`config.mk`:
```
export PLATFORM = sky130hd
export DESIGN_NAME = md_unit_ctrl_flat
export DESIGN_NICKNAME = d
export VERILOG_FILES = /design/src/rtl/md_pkg.sv /design/src/rtl/md_unit_ctrl_if.sv /design/src/rtl/md_div_step.sv /design/src/rtl/md_unit_ctrl.sv /design/src/flat_wrapper.sv
export SDC_FILE = /design/constraint.sdc
export NUM_CORES = 2
export LEC_CHECK = 0
export ABC_CLOCK_PERIOD_IN_PS = 3700
export CELL_PAD_IN_SITES_DETAIL_PLACEMENT = 1
export CELL_PAD_IN_SITES_GLOBAL_PLACEMENT = 1
export CORE_MARGIN = 3
export CORE_UTILIZATION = 35
export CTS_CLUSTER_DIAMETER = 40
export DETAILED_ROUTE_END_ITERATION = 16
export MAX_ROUTING_LAYER = met4
export PLACE_DENSITY_LB_ADDON = 0.1
export SETUP_SLACK_MARGIN = 0.4
export SYNTH_ARGS = -nofsm -noshare
export SYNTH_HDL_FRONTEND = slang
export SYNTH_SLANG_ARGS = --single-unit
```
`constraint.sdc`:
```
create_clock -name clk -period 3.7 [get_ports clk]
set_clock_uncertainty 0.1 [all_clocks]
set_input_delay 0.74 -clock clk [delete_from_list [all_inputs] [get_ports clk]]
set_output_delay 0.74 -clock clk [all_outputs]
set_load 0.02 [all_outputs]
```
`src/rtl/md_pkg.sv`:
```
// Shared types and constants for the HI/LO multiply/divide sequencer.
// Optional early-out divide is enabled with MD_EARLY_OUT_EN.
package md_pkg;

    localparam int XLEN      = 32;
    localparam int DIV_STEPS = 32;

    typedef enum logic [2:0] {
        MD_NONE = 3'd0,
        MD_MULT = 3'd1,
        MD_DIV  = 3'd2,
        MD_MTHI = 3'd3,
        MD_MTLO = 3'd4,
        MD_MFHI = 3'd5,
        MD_MFLO = 3'd6,
        MD_RSVD = 3'd7
    } md_func_t;

    typedef enum logic [1:0] {
        IDLE,
        MUL,
        DIV,
        FIX
    } md_state_t;

    function automatic logic [XLEN-1:0] md_abs(
        input logic [XLEN-1:0] v,
        input logic            sgn
    );
        return (sgn && v[XLEN-1]) ? -v : v;
    endfunction

endpackage

```
`src/rtl/md_unit_ctrl_if.sv`:
```
// EX-stage <-> MD unit bundle: request fields in, stall/status/HI/LO out.
// master = pipeline side, slave = MD unit.
interface md_unit_ctrl_if;
    import md_pkg::*;

    logic            md_start;
    md_func_t        md_func;
    logic            md_sign;
    logic [XLEN-1:0] opa;
    logic [XLEN-1:0] opb;
    logic            ex_flush;
    logic            md_stall;
    logic            busy;
    logic            done;
    logic [XLEN-1:0] hi;
    logic [XLEN-1:0] lo;

    modport master (
        output md_start, md_func, md_sign, opa, opb, ex_flush,
        input  md_stall, busy, done, hi, lo
    );

    modport slave (
        input  md_start, md_func, md_sign, opa, opb, ex_flush,
        output md_stall, busy, done, hi, lo
    );

endinterface

```
`src/rtl/md_div_step.sv`:
```
// One radix-2 restoring divide step; the controller iterates it.
module md_div_step
    import md_pkg::*;
(
    input  logic [XLEN:0]   rem,
    input  logic [XLEN-1:0] dvd,
    input  logic [XLEN-1:0] dsr,
    output logic [XLEN:0]   rem_nxt,
    output logic [XLEN-1:0] dvd_nxt,
    output logic            q_bit
);

    logic [XLEN+1:0] part;
    logic [XLEN+1:0] diff;

    always_comb begin
        part    = {rem, dvd[XLEN-1]};
        diff    = part - {2'b00, dsr};
        q_bit   = ~diff[XLEN+1];
        rem_nxt = q_bit ? diff[XLEN:0] : part[XLEN:0];
        dvd_nxt = {dvd[XLEN-2:0], 1'b0};
    end

endmodule

```
`src/rtl/md_unit_ctrl.sv`:
```
// HI/LO multiply/divide sequencer with pipeline stall generation.
// Define MD_EARLY_OUT_EN to finish divides with |opb| > |opa| early.
module md_unit_ctrl
    import md_pkg::*;
#(
    parameter int MUL_LAT = 4
) (
    input  logic          clk,
    input  logic          rst_n,
    md_unit_ctrl_if.slave md
);

    md_state_t       state, nxt_state;
    logic [5:0]      cnt, nxt_cnt;
    logic [63:0]     prod, nxt_prod;
    logic [XLEN:0]   rem, nxt_rem;
    logic [XLEN-1:0] dvd, nxt_dvd;
    logic [XLEN-1:0] dsr, nxt_dsr;
    logic            neg_q, nxt_neg_q;
    logic            neg_r, nxt_neg_r;
    logic            dz, nxt_dz;
    logic [XLEN-1:0] hi_q, nxt_hi;
    logic [XLEN-1:0] lo_q, nxt_lo;
    logic            done_q, nxt_done;

    logic            busy;
    logic            func_ok;
    logic            accept;
    logic [XLEN-1:0] abs_a, abs_b;
    logic [63:0]     ext_a, ext_b;
    logic [XLEN:0]   step_rem;
    logic [XLEN-1:0] step_dvd;
    logic            step_q;

    assign busy    = (state != IDLE);
    assign func_ok = (md.md_func != MD_NONE) && (md.md_func != MD_RSVD);
    assign accept  = md.md_start && !md.ex_flush && !busy && func_ok;
    assign abs_a   = md_abs(md.opa, md.md_sign);
    assign abs_b   = md_abs(md.opb, md.md_sign);
    // Sign/zero extension lets one 64-bit multiply serve MULT and MULTU
    assign ext_a   = {{XLEN{md.md_sign & md.opa[XLEN-1]}}, md.opa};
    assign ext_b   = {{XLEN{md.md_sign & md.opb[XLEN-1]}}, md.opb};

    assign md.md_stall = md.md_start && func_ok && busy;
    assign md.busy     = busy;
    assign md.done     = done_q;
    assign md.hi       = hi_q;
    assign md.lo       = lo_q;

    md_div_step u_step (
        .rem     (rem),
        .dvd     (dvd),
        .dsr     (dsr),
        .rem_nxt (step_rem),
        .dvd_nxt (step_dvd),
        .q_bit   (step_q)
    );

    always_comb begin
        nxt_state = state;
        nxt_cnt   = cnt;
        nxt_prod  = prod;
        nxt_rem   = rem;
        nxt_dvd   = dvd;
        nxt_dsr   = dsr;
        nxt_neg_q = neg_q;
        nxt_neg_r = neg_r;
        nxt_dz    = dz;
        nxt_hi    = hi_q;
        nxt_lo    = lo_q;
        nxt_done  = 1'b0;
        unique case (state)
            IDLE: begin
                if (accept) begin
                    unique case (md.md_func)
                        MD_MULT: begin
                            nxt_prod  = ext_a * ext_b;
                            nxt_cnt   = 6'd1;
                            nxt_state = MUL;
                        end
                        MD_DIV: begin
                            nxt_rem   = '0;
                            nxt_dvd   = abs_a;
                            nxt_dsr   = abs_b;
                            nxt_neg_q = md.md_sign & (md.opa[XLEN-1] ^ md.opb[XLEN-1]);
                            nxt_neg_r = md.md_sign & md.opa[XLEN-1];
                            nxt_dz    = (md.opb == '0);
                            nxt_cnt   = '0;
                            nxt_state = DIV;
`ifdef MD_EARLY_OUT_EN
                            // Quotient is zero; hold FIX one extra cycle
                            if (abs_b > abs_a && md.opb != '0) begin
                                nxt_rem   = {1'b0, abs_a};
                                nxt_dvd   = '0;
                                nxt_cnt   = 6'd1;
                                nxt_state = FIX;
                            end
`endif
                        end
                        MD_MTHI: nxt_hi = md.opa;
                        MD_MTLO: nxt_lo = md.opa;
                        default: ;
                    endcase
                end
            end
            MUL: begin
                if (cnt == 6'(MUL_LAT)) begin
                    {nxt_hi, nxt_lo} = prod;
                    nxt_done  = 1'b1;
                    nxt_cnt   = '0;
                    nxt_state = IDLE;
                end else begin
                    nxt_cnt = cnt + 6'd1;
                end
            end
            DIV: begin
                nxt_rem = step_rem;
                nxt_dvd = step_dvd | {{(XLEN-1){1'b0}}, step_q};
                if (cnt == 6'(DIV_STEPS-1)) begin
                    nxt_cnt   = '0;
                    nxt_state = FIX;
                end else begin
                    nxt_cnt = cnt + 6'd1;
                end
            end
            FIX: begin
                if (cnt != '0) begin
                    nxt_cnt = cnt - 6'd1;
                end else begin
                    // Zero divisor: remainder magnitude re-signed equals opa
                    nxt_lo    = dz ? '1 : (neg_q ? -dvd : dvd);
                    nxt_hi    = neg_r ? -rem[XLEN-1:0] : rem[XLEN-1:0];
                    nxt_done  = 1'b1;
                    nxt_state = IDLE;
                end
            end
        endcase
    end

    always_ff @(posedge clk or negedge rst_n) begin
        if (!rst_n) begin
            state  <= IDLE;
            cnt    <= '0;
            prod   <= '0;
            rem    <= '0;
            dvd    <= '0;
            dsr    <= '0;
            neg_q  <= 1'b0;
            neg_r  <= 1'b0;
            dz     <= 1'b0;
            hi_q   <= '0;
            lo_q   <= '0;
            done_q <= 1'b0;
        end else begin
            state  <= nxt_state;
            cnt    <= nxt_cnt;
            prod   <= nxt_prod;
            rem    <= nxt_rem;
            dvd    <= nxt_dvd;
            dsr    <= nxt_dsr;
            neg_q  <= nxt_neg_q;
            neg_r  <= nxt_neg_r;
            dz     <= nxt_dz;
            hi_q   <= nxt_hi;
            lo_q   <= nxt_lo;
            done_q <= nxt_done;
        end
    end

endmodule

```
`src/flat_wrapper.sv`:
```
// flat-port wrapper written by rule: the top's interface ports become plain ports
module md_unit_ctrl_flat import md_pkg::*;
#(
    parameter int MUL_LAT = 4
)
  (clk, rst_n, md_md_start, md_md_func, md_md_sign, md_opa, md_opb, md_ex_flush, md_md_stall, md_busy, md_done, md_hi, md_lo);
  md_unit_ctrl_if md_i ();
  input  logic clk;
  input  logic rst_n;
  input wire logic [$bits(md_i.md_start)-1:0] md_md_start;
  input wire logic [$bits(md_i.md_func)-1:0] md_md_func;
  input wire logic [$bits(md_i.md_sign)-1:0] md_md_sign;
  input wire logic [$bits(md_i.opa)-1:0] md_opa;
  input wire logic [$bits(md_i.opb)-1:0] md_opb;
  input wire logic [$bits(md_i.ex_flush)-1:0] md_ex_flush;
  output wire logic [$bits(md_i.md_stall)-1:0] md_md_stall;
  output wire logic [$bits(md_i.busy)-1:0] md_busy;
  output wire logic [$bits(md_i.done)-1:0] md_done;
  output wire logic [$bits(md_i.hi)-1:0] md_hi;
  output wire logic [$bits(md_i.lo)-1:0] md_lo;
  assign md_i.md_start = md_md_start;
  assign md_i.md_func = md_md_func;
  assign md_i.md_sign = md_md_sign;
  assign md_i.opa = md_opa;
  assign md_i.opb = md_opb;
  assign md_i.ex_flush = md_ex_flush;
  assign md_md_stall = md_i.md_stall;
  assign md_busy = md_i.busy;
  assign md_done = md_i.done;
  assign md_hi = md_i.hi;
  assign md_lo = md_i.lo;
  md_unit_ctrl #(.MUL_LAT(MUL_LAT)) u_core (.clk(clk), .rst_n(rst_n), .md(md_i));
endmodule
```
==> qor.json <==
{
  "worst-setup-path-type": {"value": "input port to flip-flop"},
  "violations": {"value": "negative setup slack"},
  "setup_repair_after_global_routing_missed_its_margin": {"value": "true"},
  "synth.net_count": {"value": 7437},
  "cts.htree.levels": {"value": 2},
  "commonest_cells_after_routing_fill_and_taps_aside": {"value": "inv_1 (1074), fa_1 (1062), nand2_1 (974), buf_4 (635), and2_1 (308)"},
  "area_delta_synth_final": {"value": 29.2, "unit": "%"},
  "cts_bufs_inserted": {"value": 48},
  "yosys_most_used_dff": {"value": "dfrtp_1"},
  "maxSlewHeadroom": {"value": 21.0, "unit": "%"},
  "starting_utilization_of_the_core_area": {"value": 35.5, "unit": "%"},
  "worst_path_largest_cell_delay": {"value": 0.61, "unit": "ns"},
  "max_slew.worst_pin.slew": {"value": 1.19, "unit": "ns"},
  "crit_path_max_fanout": {"value": 8},
  "cts_root_buffer": {"value": "clkbuf_16"},
  "synth_seq_cells": {"value": 237},
  "placedCellCount": {"value": 8414},
  "period_minus_slack": {"value": 7.97, "unit": "ns"},
  "port_bufs": {"value": 138},
  "cts_hold_buffers": {"value": 0},
  "first_pass_grt_wire_length": {"value": 310000, "unit": "um"},
  "fin_cells": {"value": 8671},
  "maxClockFrequency": {"value": 125, "unit": "MHz"},
  "worst_hold_path_type": {"value": "input port to async pin"},
  "timing.final.hold_violations": {"value": 0},
  "ys_top_cells_by_area": {"value": "fa_1 (43%), dfrtp_1 (11%), inv_1 (8.3%), nand2_1 (7.1%), ha_1 (6.0%)"},
  "detail_route.wl_per_cell": {"value": 23.5, "unit": "um"},
  "drt-initial-drc-count": {"value": 2352},
  "synth_cell_type_count": {"value": 81},
  "critical_path.startpoint_type": {"value": "input port"},
  "fin_ws": {"value": -4.27, "unit": "ns"},
  "async_flop_share": {"value": 100, "unit": "%"},
  "grt_start_max_net_pins": {"value": 96},
  "route.detailed.drc": {"value": 0},
  "vias": {"value": 43367},
  "synth-edff-count": {"value": 0},
  "yosysWarnings": {"value": 0},
  "clock_tree_from_tritoncts": {"value": "yes"},
  "design.portCount": {"value": 139},
  "outcome": {"value": "complete, but fails checks"},
  "timing.final.setup_violations": {"value": 59},
  "detail_route.first_pass.iterations": {"value": 5},
  "cp.arrival": {"value": 8.30, "unit": "ns"},
  "cts_buffer_depth": {"value": 3},
  "synth_largest_area_cell": {"value": "fa_1"},
  "required_time_at_the_worst_slack_endpoint": {"value": 4.03, "unit": "ns"},
  "worstRegToRegCells": {"value": 18},
  "endpoint_kind": {"value": "flip-flop"},
  "detail-route-antenna-nets": {"value": 0},
  "die-width": {"value": 394, "unit": "um"},
  "insertion_delay": {"value": 0.60, "unit": "ns"},
  "synth.yosys.seq_area_share": {"value": 11.3, "unit": "%"},
  "post_synth_instance_area": {"value": 52700, "unit": "sq um"},
  "post_drt_via_cell_ratio": {"value": 5.00},
  "fill_count": {"value": 16980},
  "global_route.overflow_total": {"value": 0},
  "final-seq-area": {"value": 5940, "unit": "sq um"},
  "synth_area_per_cell": {"value": 8.80, "unit": "sq um"},
  "post_synth_inst_count": {"value": 5987},
  "hpwl": {"value": 162000, "unit": "um"},
  "post_route_cells_drive_above_1_share": {"value": 23.2, "unit": "%"},
  "wl": {"value": 204000, "unit": "um"},
  "timing.max_cap.violations": {"value": 0},
  "core_region_area": {"value": 149000, "unit": "sq um"},
  "first_global_vias": {"value": 48417},
  "multiInputGateArea": {"value": 43900, "unit": "sq um"},
  "mostFrequentLayoutCell": {"value": "inv_1"},
  "layout.nets": {"value": 8077},
  "fp.dieArea": {"value": 155000, "unit": "sq um"},
  "globalRouteTotalUtil": {"value": 27.0, "unit": "%"},
  "critical_path.slowest_cell": {"value": "fa_2"},
  "final_min_period_over_clock_period": {"value": 215, "unit": "%"},
  "clk_transition_reported_paths": {"value": 0.05, "unit": "ns"},
  "worst_path_most_repeated_cell": {"value": "fa_1"},
  "place_congestion": {"value": 0.888},
  "timing.final.max_slew_violations": {"value": 0},
  "tritoncts_num_sinks": {"value": 237},
  "grt_antenna_before_repair": {"value": 8},
  "synth.top_cell.area_share": {"value": 42.8, "unit": "%"},
  "dieHeight": {"value": 394, "unit": "um"},
  "row_count": {"value": 141}
}
-- state kept, by name (all words and copies together) (netlist names) --
name	flops
u_core.cnt	6
u_core.dsr	32
u_core.dvd	32
u_core.dz	1
u_core.md.done	1
u_core.md.hi	32
u_core.md.lo	32
u_core.neg_q	1
u_core.neg_r	1
u_core.prod	64
u_core.rem	33
u_core.state	2
-- cell usage after synthesis (5+ instances only) --
| master | n |
|---|---|
| buf_1 | 52 |
| a211oi_1 | 10 |
| and2_1 | 354 |
| a31oi_1 | 11 |
| nand2b_1 | 23 |
| o21a_1 | 13 |
| buf_2 | 5 |
| mux2_2 | 6 |
| nand2_1 | 1002 |
| or3_1 | 18 |
| nand3_1 | 30 |
| nor3_1 | 22 |
| a21o_1 | 68 |
| nor2_1 | 198 |
| xor2_1 | 88 |
| fa_1 | 1126 |
| nor2b_1 | 42 |
| o211ai_1 | 8 |
| clkbuf_1 | 320 |
| o21ai_0 | 316 |
| inv_1 | 1160 |
| o41ai_1 | 14 |
| o21ai_1 | 16 |
| a221o_1 | 6 |
| and3_1 | 26 |
| a21oi_1 | 217 |
| ha_1 | 252 |
| o31ai_1 | 23 |
| a221oi_1 | 15 |
| xnor2_1 | 133 |
| mux2i_1 | 27 |
| dfrtp_1 | 237 |
| or4_1 | 14 |
| nand4_1 | 14 |
| o21bai_1 | 14 |
| nor4_1 | 13 |
-- layout make-up --
| type | instances | share of cell area (%) |
|---|---|---|
| Clock inverter | 35 | 0.725 |
| Clock buffer | 54 | 1.84 |
| Multi-Input combinational cell | 4207 | 64.5 |
| Tap cell | 2002 | 3.68 |
| Sequential cell | 237 | 8.73 |
| Antenna cell | 3 | 0.0110 |
| Inverter | 1161 | 6.44 |
| Timing Repair Buffer | 972 | 14.0 |
-- kinds of logic after synthesis --
| family | count (synthesis) | share of synthesized area, % |
|---|---|---|
| AOI/OAI and AO/OA | 783 | 8.92 |
| xor gates and xnor gates | 221 | 3.67 |
| adders and majority gates | 1378 | 48.8 |
| buffers and inverters | 1543 | 11.1 |
| DFF | 237 | 11.3 |
| muxes | 33 | 0.641 |
| and+or+nand+nor | 1792 | 15.7 |
-- worst max-delay path: cells and delay by family --
family | cells | cell delay (ns)
and+or+nand+nor | 4 | 0.71
AOI/OAI and AO/OA | 7 | 1.50
xor gates and xnor gates | 1 | 0.15
buffers and inverters | 8 | 0.67
adders and majority gates | 9 | 4.54
-- worst paths after layout --
path                                              startpoint                            to  slack, ns
worst max register to register    u_core.dvd[31]$_DFFE_PN0P_    u_core.rem[28]$_DFFE_PN0P_       0.23
worst max-delay path                              md_md_sign   u_core.prod[63]$_DFFE_PN0P_      -4.27
worst min-delay path                                   rst_n  u_core.md.lo[13]$_DFFE_PN0P_       0.08
worst min register to register  u_core.md.lo[22]$_DFFE_PN0P_  u_core.md.lo[22]$_DFFE_PN0P_       0.37
min in group clk                u_core.md.lo[22]$_DFFE_PN0P_  u_core.md.lo[22]$_DFFE_PN0P_       0.37
max in group asynchronous                              rst_n    u_core.rem[23]$_DFFE_PN0P_       2.56
-- metrics by stage --
stage	utilization, %	hold slack [ns]	instance area [sq um]	worst slack (ns)	setup TNS (ns)
after detailed placement	41.4	0.370	61500	-5.41	-273.53
after floorplan	-	0.344	54400	-4.79	-184.98
final	45.8	0.0808	68000	-4.27	-195.48
after global routing	45.8	0.144	68000	-4.50	-207.60
after global placement	41.4	0.361	61500	-5.31	-268.00
after CTS	44.7	0.121	66400	-4.27	-188.76
-- routing by layer --
layer  routed length (um)  global-route usage, %  part of all wire [%]
met1                96100                   37.7                    47
met3                 6450                   1.89                   3.2
met2                97200                   44.1                    48
met4                 4050                   4.30                   2.0
met5                    0                      -                     0
-- what timing repair did --
action | in CTS | in global routing
buffers inserted | 93 | 54
cloned | 14 | 4
pin swaps | 242 | 189
resized for setup | 552 | 291
setup endpoints to repair | 133 | 127
Power is not shown: default switching activity piles up to over one toggle a cycle in this logic, so the estimate is an artifact.
